--- src/rtl/inst_fetch_queue.sv ---
// Circular instruction queue between fetch/decode and issue.
// Oldest entry is presented combinationally on deq_*; handshake is valid/ready.
module inst_fetch_queue #(
  parameter int DEPTH = 16
) (
  input  logic                       clk_in,
  input  logic                       rst_in,
  input  logic                       rdy_in,
  input  logic                       flush_in,
  input  logic                       enq_valid,
  input  logic [31:0]                enq_pc,
  input  logic                       enq_pred,
  input  logic [4:0]                 enq_op,
  input  logic                       enq_branch,
  input  logic                       enq_ls,
  input  logic                       enq_use_imm,
  input  logic                       enq_jalr,
  input  logic [4:0]                 enq_rd,
  input  logic [4:0]                 enq_rs1,
  input  logic [4:0]                 enq_rs2,
  input  logic [31:0]                enq_imm,
  output logic                       foq_full,
  input  logic                       deq_ready,
  output logic                       deq_valid,
  output logic [31:0]                deq_pc,
  output logic                       deq_pred,
  output logic [4:0]                 deq_op,
  output logic                       deq_branch,
  output logic                       deq_ls,
  output logic                       deq_use_imm,
  output logic                       deq_jalr,
  output logic [4:0]                 deq_rd,
  output logic [4:0]                 deq_rs1,
  output logic [4:0]                 deq_rs2,
  output logic [31:0]                deq_imm,
  output logic [$clog2(DEPTH):0]     count
);

  localparam int AW = $clog2(DEPTH);
  localparam logic [AW:0] FULL_CNT = (AW+1)'(DEPTH);

  typedef struct packed {
    logic [31:0] pc;
    logic        pred;
    logic [4:0]  op;
    logic        branch;
    logic        ls;
    logic        use_imm;
    logic        jalr;
    logic [4:0]  rd;
    logic [4:0]  rs1;
    logic [4:0]  rs2;
    logic [31:0] imm;
  } entry_t;

  entry_t        mem [DEPTH];
  entry_t        enq_entry;
  entry_t        head_entry;
  logic [AW-1:0] head;
  logic [AW-1:0] tail;
  logic [AW:0]   count_q;
  logic          enq_fire;
  logic          deq_fire;

  // Status depends on registered occupancy only, so full/valid never see same-cycle traffic.
  assign foq_full  = (count_q == FULL_CNT);
  assign deq_valid = (count_q != '0);
  assign count     = count_q;

  assign enq_fire = rdy_in && enq_valid && !foq_full && !flush_in;
  assign deq_fire = rdy_in && deq_valid && deq_ready && !flush_in;

  assign enq_entry = '{pc: enq_pc, pred: enq_pred, op: enq_op, branch: enq_branch,
                       ls: enq_ls, use_imm: enq_use_imm, jalr: enq_jalr,
                       rd: enq_rd, rs1: enq_rs1, rs2: enq_rs2, imm: enq_imm};

  assign head_entry  = mem[head];
  assign deq_pc      = head_entry.pc;
  assign deq_pred    = head_entry.pred;
  assign deq_op      = head_entry.op;
  assign deq_branch  = head_entry.branch;
  assign deq_ls      = head_entry.ls;
  assign deq_use_imm = head_entry.use_imm;
  assign deq_jalr    = head_entry.jalr;
  assign deq_rd      = head_entry.rd;
  assign deq_rs1     = head_entry.rs1;
  assign deq_rs2     = head_entry.rs2;
  assign deq_imm     = head_entry.imm;

  // NOTE: storage has no reset; occupancy is tracked by count_q, so stale contents are never consumed.
  always_ff @(posedge clk_in) begin
    if (enq_fire) mem[tail] <= enq_entry;
  end

  // NOTE: non-blocking assignments keep every register update on the same edge, order-independent.
  always_ff @(posedge clk_in or negedge rst_in) begin
    if (!rst_in) begin
      head    <= '0;
      tail    <= '0;
      count_q <= '0;
    end else if (flush_in) begin
      head    <= '0;
      tail    <= '0;
      count_q <= '0;
    end else begin
      if (enq_fire) tail <= tail + 1'b1;
      if (deq_fire) head <= head + 1'b1;
      case ({enq_fire, deq_fire})
        2'b10:   count_q <= count_q + 1'b1;
        2'b01:   count_q <= count_q - 1'b1;
        default: count_q <= count_q;
      endcase
    end
  end

endmodule

--- config.mk ---
export PLATFORM = sky130hd
export DESIGN_NAME = inst_fetch_queue
export DESIGN_NICKNAME = d
export VERILOG_FILES = /design/src/rtl/inst_fetch_queue.sv
export SDC_FILE = /design/constraint.sdc
export NUM_CORES = 1
export LEC_CHECK = 0
export BUFFER_PORTS_ARGS = -buffer_cell sky130_fd_sc_hd__buf_2
export CELL_PAD_IN_SITES_DETAIL_PLACEMENT = 0
export CELL_PAD_IN_SITES_GLOBAL_PLACEMENT = 2
export CORE_MARGIN = 8
export CORE_UTILIZATION = 44
export CTS_BUF_LIST = sky130_fd_sc_hd__clkbuf_16
export CTS_CLUSTER_SIZE = 40
export DETAILED_ROUTE_END_ITERATION = 7
export PLACE_DENSITY = 0.78
export SYNTH_ARGS = -nofsm -noshare
export SYNTH_HDL_FRONTEND = slang
export SYNTH_SLANG_ARGS = --single-unit
--- constraint.sdc ---
create_clock -name clk_in -period 5.15 [get_ports clk_in]
set_input_delay 0.515 -clock clk_in [delete_from_list [all_inputs] [get_ports clk_in]]
set_output_delay 0.515 -clock clk_in [all_outputs]
set_load 0.005 [all_outputs]
==> flow_metrics.env, run 1 <==
export IMPL_synth_seq_cells=1437
export IMPL_drtIter0Drc=2531
export IMPL_r2r_slack_ns=1.83
export IMPL_drc=0
export IMPL_critPathArrivalTime_ns=3.83
export IMPL_power_per_cell_area_nw_per_um2=387
export IMPL_wl_met1_microns=56100
export IMPL_finClkSkew_ns=0.0327
export IMPL_vias=27800
export IMPL_synth_edf_count=1424
export IMPL_ioPinCount=191
export IMPL_async_reset_ff_share_pct=0.905
export IMPL_fillers=10000
export IMPL_start_kind="flop"
export IMPL_clock_sinks=1437
export IMPL_syn_cell_area_sq_um=55300
export IMPL_die_area_sq_um=137000
export IMPL_synthFlopType="edfxtp_1"
export IMPL_critPathMaxStageDelay_ns=1.00
export IMPL_ys_seq_area_share_pct=77.9
export IMPL_hpwlAfterDp_microns=67700
export IMPL_syn_avg_cell_area_sq_um=20.0
export IMPL_end_kind="output port"
export IMPL_cts_resized=0
export IMPL_fin_nets=3123
export IMPL_total_power_uw=24500
export IMPL_worst_slew_pin_slew_ns=1.18
export IMPL_period_share_pct=84.3
export IMPL_drive_gt1_share_pct=24.1
export IMPL_syn_to_final_growth_pct=14.6
export IMPL_yosysTopAreaCell="edfxtp_1"
export IMPL_design_area_sq_um=63400
export IMPL_critPathMaxFanout=66
export IMPL_slew_headroom_pct=21.5
export IMPL_p_leak_uw=0.0198
export IMPL_grt_max_degree=93
export IMPL_synth_top_area_share_pct=77.3
export IMPL_rows=130
export IMPL_finalHoldViolCount=0
export IMPL_worst_setup_path_type="reg -> out"
export IMPL_viasPerCell=5.80
export IMPL_cts_clk_slew_worst_paths_ns=0.06
export IMPL_cts_tree="done"
export IMPL_grt_usage_pct=19.1
export IMPL_maxCapViolCount=0
export IMPL_met3_length_microns=8160
export IMPL_cts_buffers=150
export IMPL_maxSlewViolCount=0
export IMPL_clock_latency_ns=0.75
export IMPL_routedWlPerCell_microns=27.6
export IMPL_synthCells=2760
export IMPL_crit_chain="buf_4, mux4_2, a22oi_1, nand2_1, buf_2"
export IMPL_drtPass1Iterations=8
export IMPL_rsz0062_at_grt="no"
export IMPL_htree_num_levels=4
export IMPL_dr_wl_met2_microns=64700
export IMPL_max_vdd_ir_drop_mv=0.325
export IMPL_fin_util_pct=50.6
export IMPL_dp_slack_ns=1.59
export IMPL_core_area_sq_um=125000
export IMPL_final_antenna_net_count=0
export IMPL_grt_pass1_wl_microns=194000
export IMPL_hold_path_class="in -> reg"
export IMPL_gp_congestion=0.723
export IMPL_clockBufferDepth=3
export IMPL_synth_area_leaders="edfxtp_1 77%, mux4_2 7.2%, mux2i_1 4.9%, mux2_2 1.8%, o21ai_0 1.6%"
export IMPL_first_global_vias=29100
export IMPL_cts_root_buffer="clkbuf_16"
export IMPL_overflow=0
export IMPL_place_area_sq_um=58600
export IMPL_die_x_microns=371
export IMPL_finalWorstSetupSlack_ns=0.806
export IMPL_antenna_found_initial=28
export IMPL_cp_slowest_cell="buf_4"
export IMPL_initial_utilization_pct=44.2
export IMPL_routed_wl_microns=132000
export IMPL_dp_cells=4516
export IMPL_outcome="completed"
export IMPL_crit_required_ns=4.64
export IMPL_layout_common_cells="1424 x edfxtp_1, 272 x mux2i_1, 190 x buf_2, 179 x o21ai_0, 178 x mux4_2"
export IMPL_portBuffers=190
export IMPL_fmax_mhz=230
export IMPL_yosysWarnings=0
export IMPL_post_layout_nonfiller_instances=4795
export IMPL_final_common_cell="edfxtp_1"
export IMPL_syn_nets=2864
export IMPL_timing_final_crit_period_ns=4.34
export IMPL_die_y_microns=371
export IMPL_setup_viol=0
export IMPL_topRoutingLayerUsed="met5"
export IMPL_synth_cell_types=37
worst max-delay path, delay by kind of cell, from the launching register on:
family | cells | cell delay [ns]
mux | 1 | 0.42
compound gates | 1 | 0.19
flops | 1 | 0.90
simple gates | 1 | 0.22
buf+inv | 2 | 1.20
routing by layer:
metal | vias to the layer above | track usage (%)
li1 | 12000 | -
met1 | 14700 | 25.9
met2 | 886 | 31.6
met3 | 243 | 3.67
met4 | 10 | 5.39
met5 | - | 0
flip-flops by register name, indices dropped and copies added (netlist names):
register  cells
mem        1424
count         5
head          4
tail          4
cells by family after synthesis:
logic type | count (synthesis) | share of synthesized area [%]
flops | 1437 | 77.9
mux | 539 | 14.0
compound gates | 460 | 5.20
buf+inv | 158 | 1.49
simple gates | 148 | 1.10
xor+xnor | 9 | 0.142
fa+ha+maj | 9 | 0.217
synthesized netlist by cell type, types with 3 or more instances:
| cell | number |
|---|---|
| o21ai_0 | 179 |
| edfxtp_1 | 1424 |
| buf_6 | 11 |
| dfrtp_1 | 13 |
| a22oi_1 | 89 |
| a21oi_1 | 98 |
| xnor2_1 | 5 |
| xor2_1 | 4 |
| mux2_2 | 89 |
| a221oi_1 | 89 |
| ha_1 | 8 |
| clkbuf_1 | 67 |
| buf_4 | 20 |
| nand2_1 | 103 |
| nand3_1 | 3 |
| clkbuf_4 | 3 |
| mux2i_1 | 272 |
| mux4_2 | 178 |
| buf_2 | 49 |
| inv_1 | 7 |
| nor2_1 | 30 |
metrics by stage:
step,setup TNS [ns],hold WS (ns)
6_report,0,0.136
3_3_place_gp,0,0.432
4_1_cts,0,0.0747
3_5_place_dp,0,0.436
2_1_floorplan,-302.63,0.219
5_1_grt,0,0.0998
what timing repair did:
item	CTS	global route
setup endpoints to repair	0	0
hold buffers	1	0
setup buffers	0	0
endpoints found under the hold margin	13	0
worst paths after layout:
kind                                           start               endpoint  depth (start not counted)
worst max register to register  count[1]$_DFFE_PN0P_   mem[0][41]$_DFFE_PP_                          5
worst min register to register   tail[3]$_DFFE_PN0P_    tail[3]$_DFFE_PN0P_                          2
min in group asynchronous                     rst_in    head[1]$_DFFE_PN0P_                          2
max in group asynchronous                     rst_in    head[0]$_DFFE_PN0P_                          2
worst max-delay path             head[1]$_DFFE_PN0P_            deq_imm[27]                          5
worst min-delay path                       enq_pc[0]  mem[11][57]$_DFFE_PP_                          1
power breakdown:
group / total, uW / internal [uW] / switching (uW)
clock: 10400 / 5870 / 4490
sequential: 12900 / 12900 / 41.1
combinational: 1230 / 562 / 669
final cells by class:
class                   count  area [sq um]  share of cell area (%)
flip-flops and latches   1437         43100                    68.0
multi-input cells        1165         11600                    18.2
clock buffers             150          3750                    5.92
well taps                1650          2060                    3.26
repair buffers            258          1860                    2.94
clock inverters           121          1020                    1.60
inverters                   7          26.3                  0.0414
diodes                      7          17.5                  0.0276
Power figures use the tool's default switching activity.
==> inputs of run 2 (changes only) <==
- CORE_UTILIZATION: 44 -> 48
- PLACE_DENSITY: 0.78 -> 0.8
- clock period: 5.15 -> 4 ns (I/O delays scaled with it)
==> run 2 against run 1 <==
Net effect:
- sequential power grew 29%
- first-iteration DRC count shrank 1.6%
- worst hold slack lost 0.084 ns
==> flow_metrics.env, run 2 (same netlist as run 1, synthesis figures left out) <==
export IMPL_fin_setup_tns_ns=0
export IMPL_end_kind="output port"
export IMPL_vias=28000
export IMPL_drc=0
export IMPL_maxSlewViolCount=0
export IMPL_rsz0062_at_grt="no"
export IMPL_cts_clk_slew_worst_paths_ns=0.06
export IMPL_worst_slew_pin_slew_ns=1.03
export IMPL_hold_path_class="in -> reg"
export IMPL_hpwlAfterDp_microns=66200
export IMPL_fin_nets=3221
export IMPL_htree_num_levels=4
export IMPL_clock_latency_ns=0.76
export IMPL_finClkSkew_ns=0.0306
export IMPL_power_per_cell_area_nw_per_um2=489
export IMPL_clock_sinks=1437
export IMPL_critPathArrivalTime_ns=3.38
export IMPL_cts_buffers=147
export IMPL_p_leak_uw=0.0202
export IMPL_drtIter0Drc=2491
export IMPL_gp_congestion=0.724
export IMPL_die_y_microns=356
export IMPL_die_x_microns=356
export IMPL_overflow=0
export IMPL_cts_tree="done"
export IMPL_maxCapViolCount=0
export IMPL_grt_util_met2_pct=33.7
export IMPL_critPathMaxStageDelay_ns=0.92
export IMPL_worst_setup_path_type="reg -> out"
export IMPL_clockBufferDepth=3
export IMPL_top_usage_layer="met2"
export IMPL_post_cts_buffers=0
export IMPL_crit_required_ns=3.60
export IMPL_crit_chain="nor2b_4, buf_12, a221oi_1, o21ai_0, nand2_1, buf_2"
export IMPL_rows=124
export IMPL_design_area_sq_um=64300
export IMPL_ioPinCount=191
export IMPL_final_common_cell="edfxtp_1"
export IMPL_cp_slowest_cell="dfrtp_4"
export IMPL_cp_num_buf_inv=2
export IMPL_largest_reg_flops=1424
export IMPL_routedWlPerCell_microns=27.0
export IMPL_start_kind="flop"
export IMPL_grt_pass1_wl_microns=190000
export IMPL_drtPass1Iterations=5
export IMPL_timing_final_crit_period_ns=3.78
export IMPL_period_share_pct=94.5
export IMPL_top_register="mem"
export IMPL_critPathTopFamily="flip-flops"
export IMPL_layout_common_cells="1424 x edfxtp_1, 272 x mux2i_1, 190 x buf_2, 179 x o21ai_0, 178 x mux4_2"
export IMPL_first_global_vias=29200
export IMPL_fillers=8391
export IMPL_outcome="completed"
export IMPL_drive_gt1_share_pct=23.5
export IMPL_place_area_sq_um=58800
export IMPL_core_area_sq_um=114000
export IMPL_max_vdd_ir_drop_mv=0.394
export IMPL_finalHoldViolCount=0
export IMPL_critPathMaxFanout=76
export IMPL_routed_wl_microns=128000
export IMPL_initial_utilization_pct=48.4
export IMPL_grt_usage_pct=20.1
export IMPL_portBuffers=190
export IMPL_slew_headroom_pct=31.4
export IMPL_met3_usage_pct=3.39
export IMPL_die_area_sq_um=126000
export IMPL_viasPerCell=5.88
export IMPL_setup_viol=0
export IMPL_antenna_found_initial=10
export IMPL_grt_max_degree=90
export IMPL_syn_to_final_growth_pct=16.3
export IMPL_final_antenna_net_count=0
export IMPL_cts_root_buffer="clkbuf_16"
export IMPL_met1_usage_pct=27.6
export IMPL_fmax_mhz=265
## run 2: cell types whose count changed in the layout (fill, tap and decap cells not counted), sizes merged
cell / before / now
dlygate4sd3: 1 / 87
buf: 257 / 272
inv: 52 / 44
clkinv: 65 / 70
clkinvlp: 1 / 3
bufinv: 10 / 11
clkbuf: 150 / 149
diode: 7 / 6
## run 2: routing by layer
metal	vias to the layer above	share of wire (%)	wire, microns
met5	-	0.018	23
met4	4	1.8	2340
met3	169	5.4	6900
met2	799	50	64200
met1	14800	43	55000
li1	12200	-	-
## run 2: area by class of cell
class	count	area, sq um	share of cell area (%)
Timing Repair Buffer	359	3050	4.75
Sequential cell	1437	43100	67.0
Tap cell	1512	1890	2.94
Inverter	7	26.3	0.0408
Multi-Input combinational cell	1165	11600	18.0
Antenna cell	6	15.0	0.0233
Clock inverter	121	961	1.49
Clock buffer	149	3730	5.79
## run 2: what timing repair did
item	in CTS	in global routing
hold endpoints to repair	1300	0
setup endpoints to repair	1	0
resized for setup	1	0
hold buffers	87	0
## run 2: final timing paths
path | from | endpoint | slack (ns) | cells after the start
min in group asynchronous | rst_in | head[0]$_DFFE_PN0P_ | 0.10 | 2
max in group asynchronous | rst_in | head[2]$_DFFE_PN0P_ | 3.59 | 2
min reg2reg | tail[0]$_DFFE_PN0P_ | tail[0]$_DFFE_PN0P_ | 0.64 | 2
max reg2reg | count[1]$_DFFE_PN0P_ | mem[6][28]$_DFFE_PP_ | 0.89 | 5
min | enq_pc[22] | mem[6][79]$_DFFE_PP_ | 0.05 | 1
max | head[2]$_DFFE_PN0P_ | deq_imm[7] | 0.22 | 6
## run 2: where the power goes
part | internal [uW] | switching (uW)
Clock | 7520 | 5610
Sequential | 16600 | 37.3
Combinational | 792 | 885
Total | 24900 | 6540
## run 2: per-stage QoR
stage / std cells / utilization, % / hold slack, ns / worst slack (ns) / power, uW
floorplan: 2760 / - / 0.104 / -1.44 / 18000
global placement: 4393 / 51.4 / 0.331 / 0.874 / 18500
detailed placement: 4393 / 51.4 / 0.336 / 0.815 / 18600
CTS: 4750 / 56.3 / 0.000376 / 0.114 / 31800
global route: 4751 / 56.3 / 0.0220 / 0.0984 / 32400
finish: 4756 / 56.3 / 0.0519 / 0.219 / 31500
